--- src/rtl/regfile_write_demux.sv ---
// Register-file write demux: buffers write-back requests in a small FIFO and issues one
// one-hot write pulse per cycle. Optional macro WB_BYPASS_EN adds the q_data forwarding port.
module regfile_write_demux #(
  parameter int DEPTH     = 2,
  parameter bit ZERO_DROP = 1'b1
) (
  input  logic                       clock,
  input  logic                       reset_n,
  input  logic                       wr_valid,
  output logic                       wr_ready,
  input  logic [4:0]                 wr_addr,
  input  logic [31:0]                wr_data,
  input  logic                       wb_stall,
  output logic [31:0]                we_onehot,
  output logic [4:0]                 wb_addr,
  output logic [31:0]                wb_data,
  output logic [$clog2(DEPTH):0]     count,
  input  logic [4:0]                 q_addr,
  output logic                       q_hit
`ifdef WB_BYPASS_EN
  ,
  output logic [31:0]                q_data
`endif
);

  localparam int PTR_W = $clog2(DEPTH);
  localparam int CW    = PTR_W + 1;
  localparam logic [CW-1:0] DEPTH_CNT = CW'(DEPTH);

  logic [4:0]       mem_addr [DEPTH];
  logic [31:0]      mem_data [DEPTH];
  logic [PTR_W-1:0] rd_ptr;
  logic [PTR_W-1:0] wr_ptr;
  logic             push_ok;
  logic             enq;
  logic             pop;

  // wr_ready is forced low while reset is held, even though count already reads 0.
  assign wr_ready = reset_n && (count < DEPTH_CNT);
  assign push_ok  = wr_valid && wr_ready;
  assign enq      = push_ok && !(ZERO_DROP && (wr_addr == 5'd0));
  assign pop      = (count != '0) && !wb_stall;

  // NOTE: FIFO storage is deliberately not reset; entry validity comes only from count and rd_ptr.
  always_ff @(posedge clock) begin
    if (enq) begin
      mem_addr[wr_ptr] <= wr_addr;
      mem_data[wr_ptr] <= wr_data;
    end
  end

  always_ff @(posedge clock or negedge reset_n) begin
    if (!reset_n) begin
      rd_ptr    <= '0;
      wr_ptr    <= '0;
      count     <= '0;
      we_onehot <= '0;
      wb_addr   <= '0;
      wb_data   <= '0;
    end else begin
      if (enq) wr_ptr <= wr_ptr + PTR_W'(1);
      if (pop) rd_ptr <= rd_ptr + PTR_W'(1);
      case ({enq, pop})
        2'b10:   count <= count + CW'(1);
        2'b01:   count <= count - CW'(1);
        default: count <= count;
      endcase
      if (pop) begin
        we_onehot <= 32'd1 << mem_addr[rd_ptr];
        wb_addr   <= mem_addr[rd_ptr];
        wb_data   <= mem_data[rd_ptr];
      end else begin
        we_onehot <= '0;
      end
    end
  end

  // Hazard query: scan live entries oldest to youngest so the youngest match wins.
  logic             fifo_hit;
  logic             issue_hit;
  logic [PTR_W-1:0] idx;

  always_comb begin
    fifo_hit = 1'b0;
    idx      = '0;
`ifdef WB_BYPASS_EN
    q_data   = '0;
`endif
    for (int k = 0; k < DEPTH; k++) begin
      idx = rd_ptr + PTR_W'(k);
      if ((CW'(k) < count) && (mem_addr[idx] == q_addr)) begin
        fifo_hit = 1'b1;
`ifdef WB_BYPASS_EN
        q_data   = mem_data[idx];
`endif
      end
    end
    issue_hit = (we_onehot != '0) && (wb_addr == q_addr);
`ifdef WB_BYPASS_EN
    if (!fifo_hit && issue_hit) q_data = wb_data;
`endif
    q_hit = (q_addr != 5'd0) && (fifo_hit || issue_hit);
  end

endmodule
--- config.mk ---
export PLATFORM = sky130hd
export DESIGN_NAME = regfile_write_demux
export DESIGN_NICKNAME = d
export VERILOG_FILES = /design/src/rtl/regfile_write_demux.sv
export SDC_FILE = /design/constraint.sdc
export NUM_CORES = 1
export LEC_CHECK = 0
export ABC_CLOCK_PERIOD_IN_PS = 3200
export CORE_ASPECT_RATIO = 0.7
export CORE_MARGIN = 2
export CORE_UTILIZATION = 60
export CTS_BUF_LIST = sky130_fd_sc_hd__clkbuf_4 sky130_fd_sc_hd__clkbuf_8
export CTS_CLUSTER_SIZE = 12
export DETAILED_ROUTE_END_ITERATION = 8
export DONT_BUFFER_PORTS = 1
export HOLD_SLACK_MARGIN = 0.1
export MAX_ROUTING_LAYER = met4
export PLACE_DENSITY_LB_ADDON = 0.25
export SKIP_CTS_REPAIR_TIMING = 1
export SYNTH_ARGS = -nofsm -noshare
export SYNTH_HDL_FRONTEND = slang
export SYNTH_SLANG_ARGS = --single-unit
--- constraint.sdc ---
create_clock -name clock -period 3.2 [get_ports clock]
set_input_delay 0.96 -clock clock [delete_from_list [all_inputs] [get_ports clock]]
set_output_delay 0.96 -clock clock [all_outputs]
set_load 0.1 [all_outputs]
==> reports/qor.json, run 1 <==
{
  "floorplan": {
    "fp-row-count": 29,
    "initial_utilization_pct": 61.4,
    "design.core.area_mm2": 0.00903,
    "die_area_mm2": 0.0101,
    "die_width_um": 119,
    "die_h_um": 84.5,
    "io_pins": 119
  },
  "global_route": {
    "grt.overflow.total": 0,
    "antenna_violations_before_repair": 0,
    "grt_max_degree": 75,
    "globalRouteTotalUtil_pct": 23.6,
    "global_route_wire_length_before_repair_um": 17000,
    "grt_pass1_vias": 3339
  },
  "route": {
    "wl_per_cell_um": 18.4,
    "route.antenna.remaining_nets": 0,
    "vias_per_cell": 5.59,
    "dr.pass1.iters": 4,
    "remaining_drc_errors": 0,
    "drt_first_iter_violations": 214,
    "via_count": 3261,
    "route.final.wire_length_um": 10800
  },
  "status": {
    "failed_checks": "negative setup slack",
    "run_status": "finished, violations left"
  },
  "finish": {
    "insertedDiodeCount": 0,
    "multi_input_area_mm2": 0.00147,
    "areaGrowthSynthToFinish_pct": 18.5,
    "final_nets": 495,
    "commonest_cells_after_routing_fill_and_taps_aside": "sky130_fd_sc_hd__edfxtp_1 (74), sky130_fd_sc_hd__dfrtp_1 (71), sky130_fd_sc_hd__buf_4 (52)",
    "drive_above_1_share_pct": 22.4,
    "layout.area.seq_mm2": 0.00405,
    "most_frequent_standard_cell_in_the_layout_excluding_fill_and_tap_cells": "sky130_fd_sc_hd__edfxtp_1",
    "stdcell_area_mm2": 0.00658,
    "fill_cells": 588
  },
  "clocking": {
    "clkLatencyLatePin_ns": 0.44,
    "cts_tree": "yes",
    "clockRootBuffer": "sky130_fd_sc_hd__clkbuf_8",
    "cts_max_path_buffers": 2,
    "clock-sinks": 147,
    "h-tree-depth": 4,
    "cts.clk_slew.worst_paths_ns": 0.08,
    "cts_made_buffers": 17
  },
  "critical_path": {
    "required_ns": 2.24,
    "critPathKind": "flop to output pin",
    "crit_fanout": 8,
    "timing.critical_path.arrival_ns": 2.32,
    "setup.worst_path.start_class": "flop",
    "worst_setup_path_end_kind": "output pin"
  },
  "synthesis": {
    "post_synth_and_or_nand_nor_area_fraction_pct": 9.31,
    "syn_area_per_cell_um2": 14.3,
    "synth_cell_type_count": 29,
    "synth_compound_gate_area_share_pct": 3.70,
    "largest_family_of_logic_cells_by_synthesized_area": "simple AND/OR/NAND/NOR gates",
    "postSynthRegisterBits": 147,
    "synthAdderAreaFrac_pct": 0.676,
    "synth_xor_xnor_area_share_pct": 3.13,
    "postSynthNetCount": 436,
    "synth_cells": 387,
    "sequential_area_share_after_synthesis_pct": 72.9,
    "synth.yosys.warnings": 0,
    "muxShareOfSynthArea_pct": 8.81,
    "synth.cell_area_mm2": 0.00555
  },
  "sta": {
    "timing_worst_slew_pin_value_ns": 1.10,
    "max_slew_margin_pct": 26.7,
    "final-max-slew-violation-count": 0,
    "fin_tns_setup_ns": -0.0796,
    "skew_ns": 0.0100,
    "final_min_period_over_clock_period_pct": 102,
    "postLayoutSetupSlackWorst_ns": -0.0796,
    "maxClockFrequency_mhz": 305,
    "finalHoldViolCount": 0,
    "grt_setup_unrepaired": "yes",
    "finalCriticalPeriod_ns": 3.28,
    "timing.final.setup_violations": 1
  },
  "placed_design": {
    "post-dp-hpwl_um": 7260,
    "post_dp_cell_area_mm2": 0.00603,
    "number_of_port_buffers": 0,
    "place_congestion": 0.971
  },
  "min_path": {
    "hold_path.class": "input port to async pin"
  },
  "flow_run": {
    "cap_viol_max_count": 0
  }
}
cell usage after synthesis (all sizes together):
master / count / area, µm²
o21ai: 38 / 190
nand4: 6 / 37.5
dfrtp: 73 / 1830
inv: 4 / 15.0
o211ai: 1 / 7.51
clkbuf: 9 / 33.8
o21a: 1 / 7.51
mux2: 4 / 56.3
or4: 3 / 22.5
nand2b: 1 / 6.26
nor4: 11 / 68.8
xor2: 4 / 35.0
edfxtp: 74 / 2220
nor3: 15 / 75.1
mux2i: 42 / 433
nand2: 51 / 191
nor2: 20 / 75.1
nand3: 3 / 15.0
xnor2: 15 / 139
or2: 2 / 12.5
or3: 1 / 6.26
buf: 5 / 31.3
nor2b: 1 / 6.26
ha: 3 / 37.5
critical path, cell delays in order (launching register included):
cell	delay, ns
sky130_fd_sc_hd__dfrtp_2	0.51
sky130_fd_sc_hd__mux2_4	0.37
sky130_fd_sc_hd__xnor2_2	0.13
sky130_fd_sc_hd__nand4_1	0.09
sky130_fd_sc_hd__or4_4	0.49
sky130_fd_sc_hd__nand3_2	0.11
sky130_fd_sc_hd__buf_12	0.17
stage by stage:
step	setup slack (ns)	std cells	hold WS [ns]	util (%)
floorplan	0.00444	387	0.505	-
global placement	0.172	543	0.512	66.7
detailed placement	0.0648	543	0.533	66.7
CTS	-0.151	575	0.180	71.9
global route	-0.149	583	0.169	72.8
finish	-0.0796	583	0.205	72.8
final timing paths:
check / cells past startpoint / start / endpoint / slack [ns]
setup / recovery: 6 / rd_ptr / q_hit / -0.08
hold / removal: 0 / reset_n / wb_data[26] / 0.20
setup reg to reg: 6 / rd_ptr / we_onehot[27] / 0.72
hold reg to reg: 2 / mem_data[1][23] / wb_data[23] / 0.54
max in group asynchronous: 0 / reset_n / we_onehot[17] / 2.86
min in group clock: 2 / mem_data[1][23] / wb_data[23] / 0.54
routing by layer:
layer  GRT usage, %  share of wire (%)
met3           7.54                6.8
met4           10.1                1.8
met1           29.0                 42
met5              -                  0
met2           36.5                 50
state kept, by name, indices dropped and copies added (netlist names):
signal / flops
wb_addr: 5
count: 2
mem_addr: 10
wb_data: 32
we_onehot: 32
rd_ptr: 1
wr_ptr: 1
mem_data: 64
layout make-up:
cell class,instances,share of cell area (%)
clock buffers,17,3.56
multi-input cells,222,22.4
well taps,124,2.36
flip-flops and latches,147,61.6
repair buffers,54,6.41
inverters,4,0.228
clock inverters,15,3.48
kinds of logic after synthesis:
logic type,Yosys count
AOI/OAI and AO/OA,40
xor gates and xnor gates,19
adders and majority gates,3
buffers and inverters,18
DFF,147
muxes,46
and+or+nand+nor,114
Power of run 1 is left out: the tool's default activity adds up to more than one toggle a clock period on the data nets, which glitch-free logic cannot reach.
==> run 2: changes to the inputs <==
==> constraint.sdc (replaced) <==
create_clock -name clock -period 3.2 [get_ports clock]
set_input_delay 0.64 -clock clock [delete_from_list [all_inputs] [get_ports clock]]
set_output_delay 0.64 -clock clock [all_outputs]
set_load 0.1 [all_outputs]
==> reports/qor.json, run 2 (synthesis results as in run 1) <==
{
  "clocking": {
    "clockRootBuffer": "sky130_fd_sc_hd__clkbuf_8",
    "clkLatencyLatePin_ns": 0.43,
    "cts_max_path_buffers": 2,
    "cts.clk_slew.worst_paths_ns": 0.08,
    "cts_tree": "yes",
    "h-tree-depth": 4,
    "clock-sinks": 147,
    "cts_made_buffers": 17
  },
  "floorplan": {
    "initial_utilization_pct": 61.4,
    "die_width_um": 119,
    "fp-row-count": 29,
    "io_pins": 119,
    "die_h_um": 84.5,
    "design.core.area_mm2": 0.00903,
    "die_area_mm2": 0.0101
  },
  "finish": {
    "biggestRegsByFlops": "mem_data (64), wb_data (32), we_onehot (32)",
    "fill_cells": 601,
    "finish.utilization_pct": 71.8,
    "largest-register": "mem_data",
    "areaGrowthSynthToFinish_pct": 16.8,
    "largest_register_ff_count": 64,
    "final_nets": 488,
    "drive_above_1_share_pct": 20.4,
    "insertedDiodeCount": 0,
    "most_frequent_standard_cell_in_the_layout_excluding_fill_and_tap_cells": "sky130_fd_sc_hd__edfxtp_1",
    "commonest_cells_after_routing_fill_and_taps_aside": "sky130_fd_sc_hd__edfxtp_1 (74), sky130_fd_sc_hd__dfrtp_1 (72), sky130_fd_sc_hd__nand2_1 (51)"
  },
  "critical_path": {
    "crit_path_max_incr_delay_ns": 0.59,
    "ordered_list_of_cells_on_the_worst_path": "mux2_4 -> xnor2_2 -> nand4_1 -> or4_1 -> nand3_2 -> buf_12",
    "worst_r2r_path_depth": 7,
    "critPathKind": "flop to output pin",
    "worst_setup_path_end_kind": "output pin",
    "slowest_stage": "sky130_fd_sc_hd__dfrtp_4",
    "timing.critical_path.arrival_ns": 2.40,
    "required_ns": 2.56,
    "setup.worst_path.start_class": "flop",
    "crit_fanout": 13
  },
  "route": {
    "route.antenna.remaining_nets": 0,
    "vias_per_cell": 5.49,
    "dr.pass1.iters": 5,
    "remaining_drc_errors": 0,
    "drt_first_iter_violations": 254,
    "via_count": 3161,
    "route.final.wire_length_um": 10300,
    "wl_per_cell_um": 17.8
  },
  "sta": {
    "final_min_period_over_clock_period_pct": 95.0,
    "timing_worst_slew_pin_value_ns": 1.10,
    "max_slew_margin_pct": 26.8,
    "fin_tns_setup_ns": 0,
    "timing.final.setup_violations": 0,
    "grt_setup_unrepaired": "no",
    "maxClockFrequency_mhz": 329,
    "final-max-slew-violation-count": 0,
    "finalHoldViolCount": 0,
    "finalCriticalPeriod_ns": 3.04,
    "skew_ns": 0.00540
  },
  "global_route": {
    "globalRouteTotalUtil_pct": 22.5,
    "grt_pass1_vias": 3215,
    "grt.overflow.total": 0,
    "grt_max_degree": 75,
    "antenna_violations_before_repair": 0,
    "global_route_wire_length_before_repair_um": 16200
  },
  "flow_run": {
    "cap_viol_max_count": 0
  },
  "min_path": {
    "worst_hold_path.num_cells": 0,
    "hold_path.class": "input port to flop"
  },
  "status": {
    "run_status": "complete, no violations"
  },
  "placed_design": {
    "post-dp-hpwl_um": 6760,
    "number_of_port_buffers": 0,
    "place_congestion": 0.866
  }
}
-- run 2: final timing paths --
kind	end	slack (ns)	from
worst min register to register	wb_data[9]	0.53	mem_data[1][9]
worst max-delay path	q_hit	0.16	rd_ptr
worst max register to register	we_onehot[21]	1.15	count[1]
worst min-delay path	mem_data[1][28]	0.30	wr_data[28]
min in group asynchronous	wb_data[28]	0.77	reset_n
max in group asynchronous	rd_ptr	2.12	reset_n
-- run 2: area by class of cell --
class	instances	area, µm²	share of cell area, %
clock buffers	17	234	3.61
clock inverters	15	183	2.82
inverters	4	15.0	0.232
multi-input cells	222	1460	22.5
flip-flops and latches	147	4050	62.5
well taps	124	155	2.39
repair buffers	47	388	5.98
-- run 2: layer usage --
| layer | track usage, % | vias up | wire length (µm) |
|---|---|---|---|
| met5 | - | - | 0 |
| met4 | 7.79 | 0 | 69 |
| met3 | 9.71 | 10 | 831 |
| met2 | 33.3 | 121 | 4970 |
| met1 | 28.1 | 1530 | 4410 |
| li1 | - | 1500 | - |
-- run 2: through the flow --
| step | setup slack, ns | hold slack, ns | cells | area, µm² |
|---|---|---|---|---|
| global placement | 0.524 | 0.347 | 542 | 6020 |
| floorplan | -0.0879 | 0.344 | 387 | 5570 |
| detailed placement | 0.464 | 0.346 | 542 | 6020 |
| global route | 0.0271 | 0.253 | 576 | 6480 |
| CTS | -0.0260 | -0.135 | 574 | 6430 |
| finish | 0.158 | 0.297 | 576 | 6480 |
-- run 2: worst max-delay path, delay by kind of cell, from the launching register on --
family	cells	cell delay [ns]
simple gates	3	0.69
flops	1	0.59
mux	1	0.38
buf+inv	1	0.17
xor+xnor	1	0.12
Power of run 2 is left out for the same reason.
==> run 3: changes to the inputs <==
--- a/config.mk
+++ b/config.mk
@@ -5,6 +5,7 @@
 export SDC_FILE = /design/constraint.sdc
 export NUM_CORES = 1
 export LEC_CHECK = 0
+export ABC_AREA = 1
 export ABC_CLOCK_PERIOD_IN_PS = 3200
 export CORE_ASPECT_RATIO = 0.7
 export CORE_MARGIN = 2
==> reports/qor.json, run 3 <==
{
  "global_route": {
    "grt.busiest_layer": "met2",
    "antenna_violations_before_repair": 1,
    "grt_pass1_vias": 4025,
    "grt.overflow.total": 0,
    "grt_met1_usage_pct": 34.4,
    "met3_usage_pct": 9.57,
    "globalRouteTotalUtil_pct": 26.7,
    "grt_max_degree": 75,
    "global_route_wire_length_before_repair_um": 20000,
    "global_route.usage.met2_pct": 39.4
  },
  "finish": {
    "final_nets": 626,
    "drive_above_1_share_pct": 16.8,
    "areaGrowthSynthToFinish_pct": 15.6,
    "most_frequent_standard_cell_in_the_layout_excluding_fill_and_tap_cells": "sky130_fd_sc_hd__nand2_1",
    "largest-register": "mem_data",
    "biggestRegsByFlops": "mem_data (64), wb_data (32), we_onehot (32)",
    "insertedDiodeCount": 0,
    "commonest_cells_after_routing_fill_and_taps_aside": "sky130_fd_sc_hd__nand2_1 (103), sky130_fd_sc_hd__nor2_1 (92), sky130_fd_sc_hd__edfxtp_1 (74)",
    "largest_register_ff_count": 64
  },
  "route": {
    "route.final.wire_length_um": 12700,
    "remaining_drc_errors": 0,
    "drt_first_iter_violations": 337,
    "wl_per_cell_um": 17.7,
    "dr.pass1.iters": 4,
    "vias_per_cell": 5.62,
    "route.antenna.remaining_nets": 0,
    "via_count": 4016
  },
  "clocking": {
    "h-tree-depth": 4,
    "clkLatencyLatePin_ns": 0.43,
    "clock-sinks": 147,
    "cts.clk_slew.worst_paths_ns": 0.08,
    "cts_tree": "yes",
    "cts_max_path_buffers": 2,
    "cts_made_buffers": 17,
    "clockRootBuffer": "sky130_fd_sc_hd__clkbuf_8"
  },
  "synthesis": {
    "synth_cells": 529,
    "postSynthRegisterBits": 147,
    "netlist_top_cells_count": "sky130_fd_sc_hd__nand2_1 (103), sky130_fd_sc_hd__nor2_1 (95), sky130_fd_sc_hd__edfxtp_1 (74), sky130_fd_sc_hd__dfrtp_1 (73), sky130_fd_sc_hd__o21ai_0 (69)",
    "synth_enable_flop_cells": 74,
    "post-synth-top-count-cell": "sky130_fd_sc_hd__nand2_1",
    "netlist.area_leader.share_pct": 38.6,
    "postSynthNetCount": 578,
    "ys_top_cells_by_area": "sky130_fd_sc_hd__edfxtp_1 (39%), sky130_fd_sc_hd__dfrtp_1 (32%), sky130_fd_sc_hd__nand2_1 (6.7%)",
    "sequential_area_share_after_synthesis_pct": 70.3,
    "syn_area_per_cell_um2": 10.9,
    "synth.cell_area_mm2": 0.00576,
    "synthArstFlopShare_pct": 49.7,
    "synthDominantAreaCellType": "sky130_fd_sc_hd__edfxtp_1",
    "synth.yosys.warnings": 0,
    "synth_cell_type_count": 25,
    "most_frequently_used_flop_master_after_synthesis": "sky130_fd_sc_hd__edfxtp_1"
  },
  "critical_path": {
    "ordered_list_of_cells_on_the_worst_path": "inv_2 -> nand2_1 -> nand2_1 -> nor2_1 -> nor2_1 -> nand3_1 -> nand3_1 -> nand2_1 -> inv_1 -> buf_12",
    "rr_startpoint": "count[1]",
    "slowest_stage": "sky130_fd_sc_hd__dfrtp_1",
    "worst_setup_path_end_kind": "output pin",
    "setup.worst_path.start_class": "flop",
    "worstPathBufferInverterCount": 3,
    "timing.critical_path.arrival_ns": 2.09,
    "critPathKind": "flop to output pin",
    "worst_path_dominant_cell_family": "simple AND/OR/NAND/NOR gates",
    "critical_path.most_common_cell": "sky130_fd_sc_hd__nand2_1",
    "crit_fanout": 17,
    "crit_path_max_incr_delay_ns": 0.39,
    "required_ns": 2.56,
    "crit_path_start": "rd_ptr"
  },
  "sta": {
    "finalCriticalPeriod_ns": 2.73,
    "skew_ns": 0.0116,
    "final-max-slew-violation-count": 0,
    "final_min_period_over_clock_period_pct": 85.4,
    "grt_setup_unrepaired": "no",
    "finalHoldViolCount": 0,
    "max_slew_margin_pct": 22.2,
    "maxClockFrequency_mhz": 366,
    "fin_worst_hold_slack_ns": 0.299,
    "timing.final.setup_violations": 0,
    "timing_worst_slew_pin_value_ns": 1.17
  },
  "floorplan": {
    "die_h_um": 86.0,
    "design.core.area_mm2": 0.00918,
    "io_pins": 119,
    "initial_utilization_pct": 62.8,
    "die_width_um": 121,
    "die_area_mm2": 0.0104,
    "fp-row-count": 29
  },
  "status": {
    "run_status": "complete, no violations"
  },
  "placed_design": {
    "post-dp-hpwl_um": 8300,
    "number_of_port_buffers": 0,
    "place_congestion": 0.967
  },
  "flow_run": {
    "cap_viol_max_count": 0
  },
  "min_path": {
    "hold_path.class": "input port to flop",
    "worstHoldStart": "wr_data[20]"
  }
}
run 3: changes by cell type after synthesis, moves of 22 or more:
cell / change
sky130_fd_sc_hd__inv_1: +26
sky130_fd_sc_hd__mux2i_1: -41
sky130_fd_sc_hd__nand2_1: +52
sky130_fd_sc_hd__nand3_1: +22
sky130_fd_sc_hd__nor2_1: +75
sky130_fd_sc_hd__o21ai_0: +31
run 3: kinds of logic after synthesis:
logic type | after synthesis | synth area share (%)
adder cells (fa/ha/maj) | 3 | 0.652
AO/OA/AOI/OAI | 70 | 6.08
XOR/XNOR | 6 | 0.912
flip-flops | 147 | 70.3
AND/OR/NAND/NOR | 248 | 18.0
buffers and inverters | 55 | 4.06
run 3: metal layers:
layer  vias to the layer above  share of wire (%)
li1                       1851                  -
met1                      1950                 41
met2                       191                 47
met3                        24                9.9
met4                         0                1.9
met5                         -                  0
run 3: cell type report:
class / count / area, µm²
clock buffers: 21 / 264
clock inverters: 11 / 154
fillers: 632 / 2520
flip-flops and latches: 147 / 4050
repair buffers: 50 / 410
inverters: 34 / 130
well taps: 124 / 155
multi-input cells: 327 / 1500
run 3: worst paths after layout:
check | end | slack, ns | depth (start not counted)
max in group asynchronous | wr_ptr | 2.14 | 2
max | q_hit | 0.47 | 10
min reg2reg | wb_data[4] | 0.53 | 2
max reg2reg | wb_addr[2] | 1.12 | 6
min | mem_data[0][20] | 0.30 | 0
min in group asynchronous | wb_data[25] | 0.77 | 2
run 3: worst reg2reg max path: stages (launching register included):
cell                      delay (ns)
sky130_fd_sc_hd__dfrtp_1        0.38
sky130_fd_sc_hd__inv_1          0.09
sky130_fd_sc_hd__ha_1           0.19
sky130_fd_sc_hd__nor2_2         0.06
sky130_fd_sc_hd__inv_1          0.83
sky130_fd_sc_hd__buf_4          0.31
sky130_fd_sc_hd__o21ai_0        0.10
run 3: stage by stage:
stage          util (%)  setup WS, ns  cells  setup TNS (ns)  cell area [µm²]
3_3_place_gp       67.6         0.976    680               0             6200
3_5_place_dp       67.6         0.929    680               0             6200
5_1_grt            72.5         0.220    714               0             6660
4_1_cts            72.1         0.448    712               0             6620
2_1_floorplan         -        -0.330    529          -24.43             5770
6_report           72.5         0.466    714               0             6660
Power of run 3 is left out for the same reason.
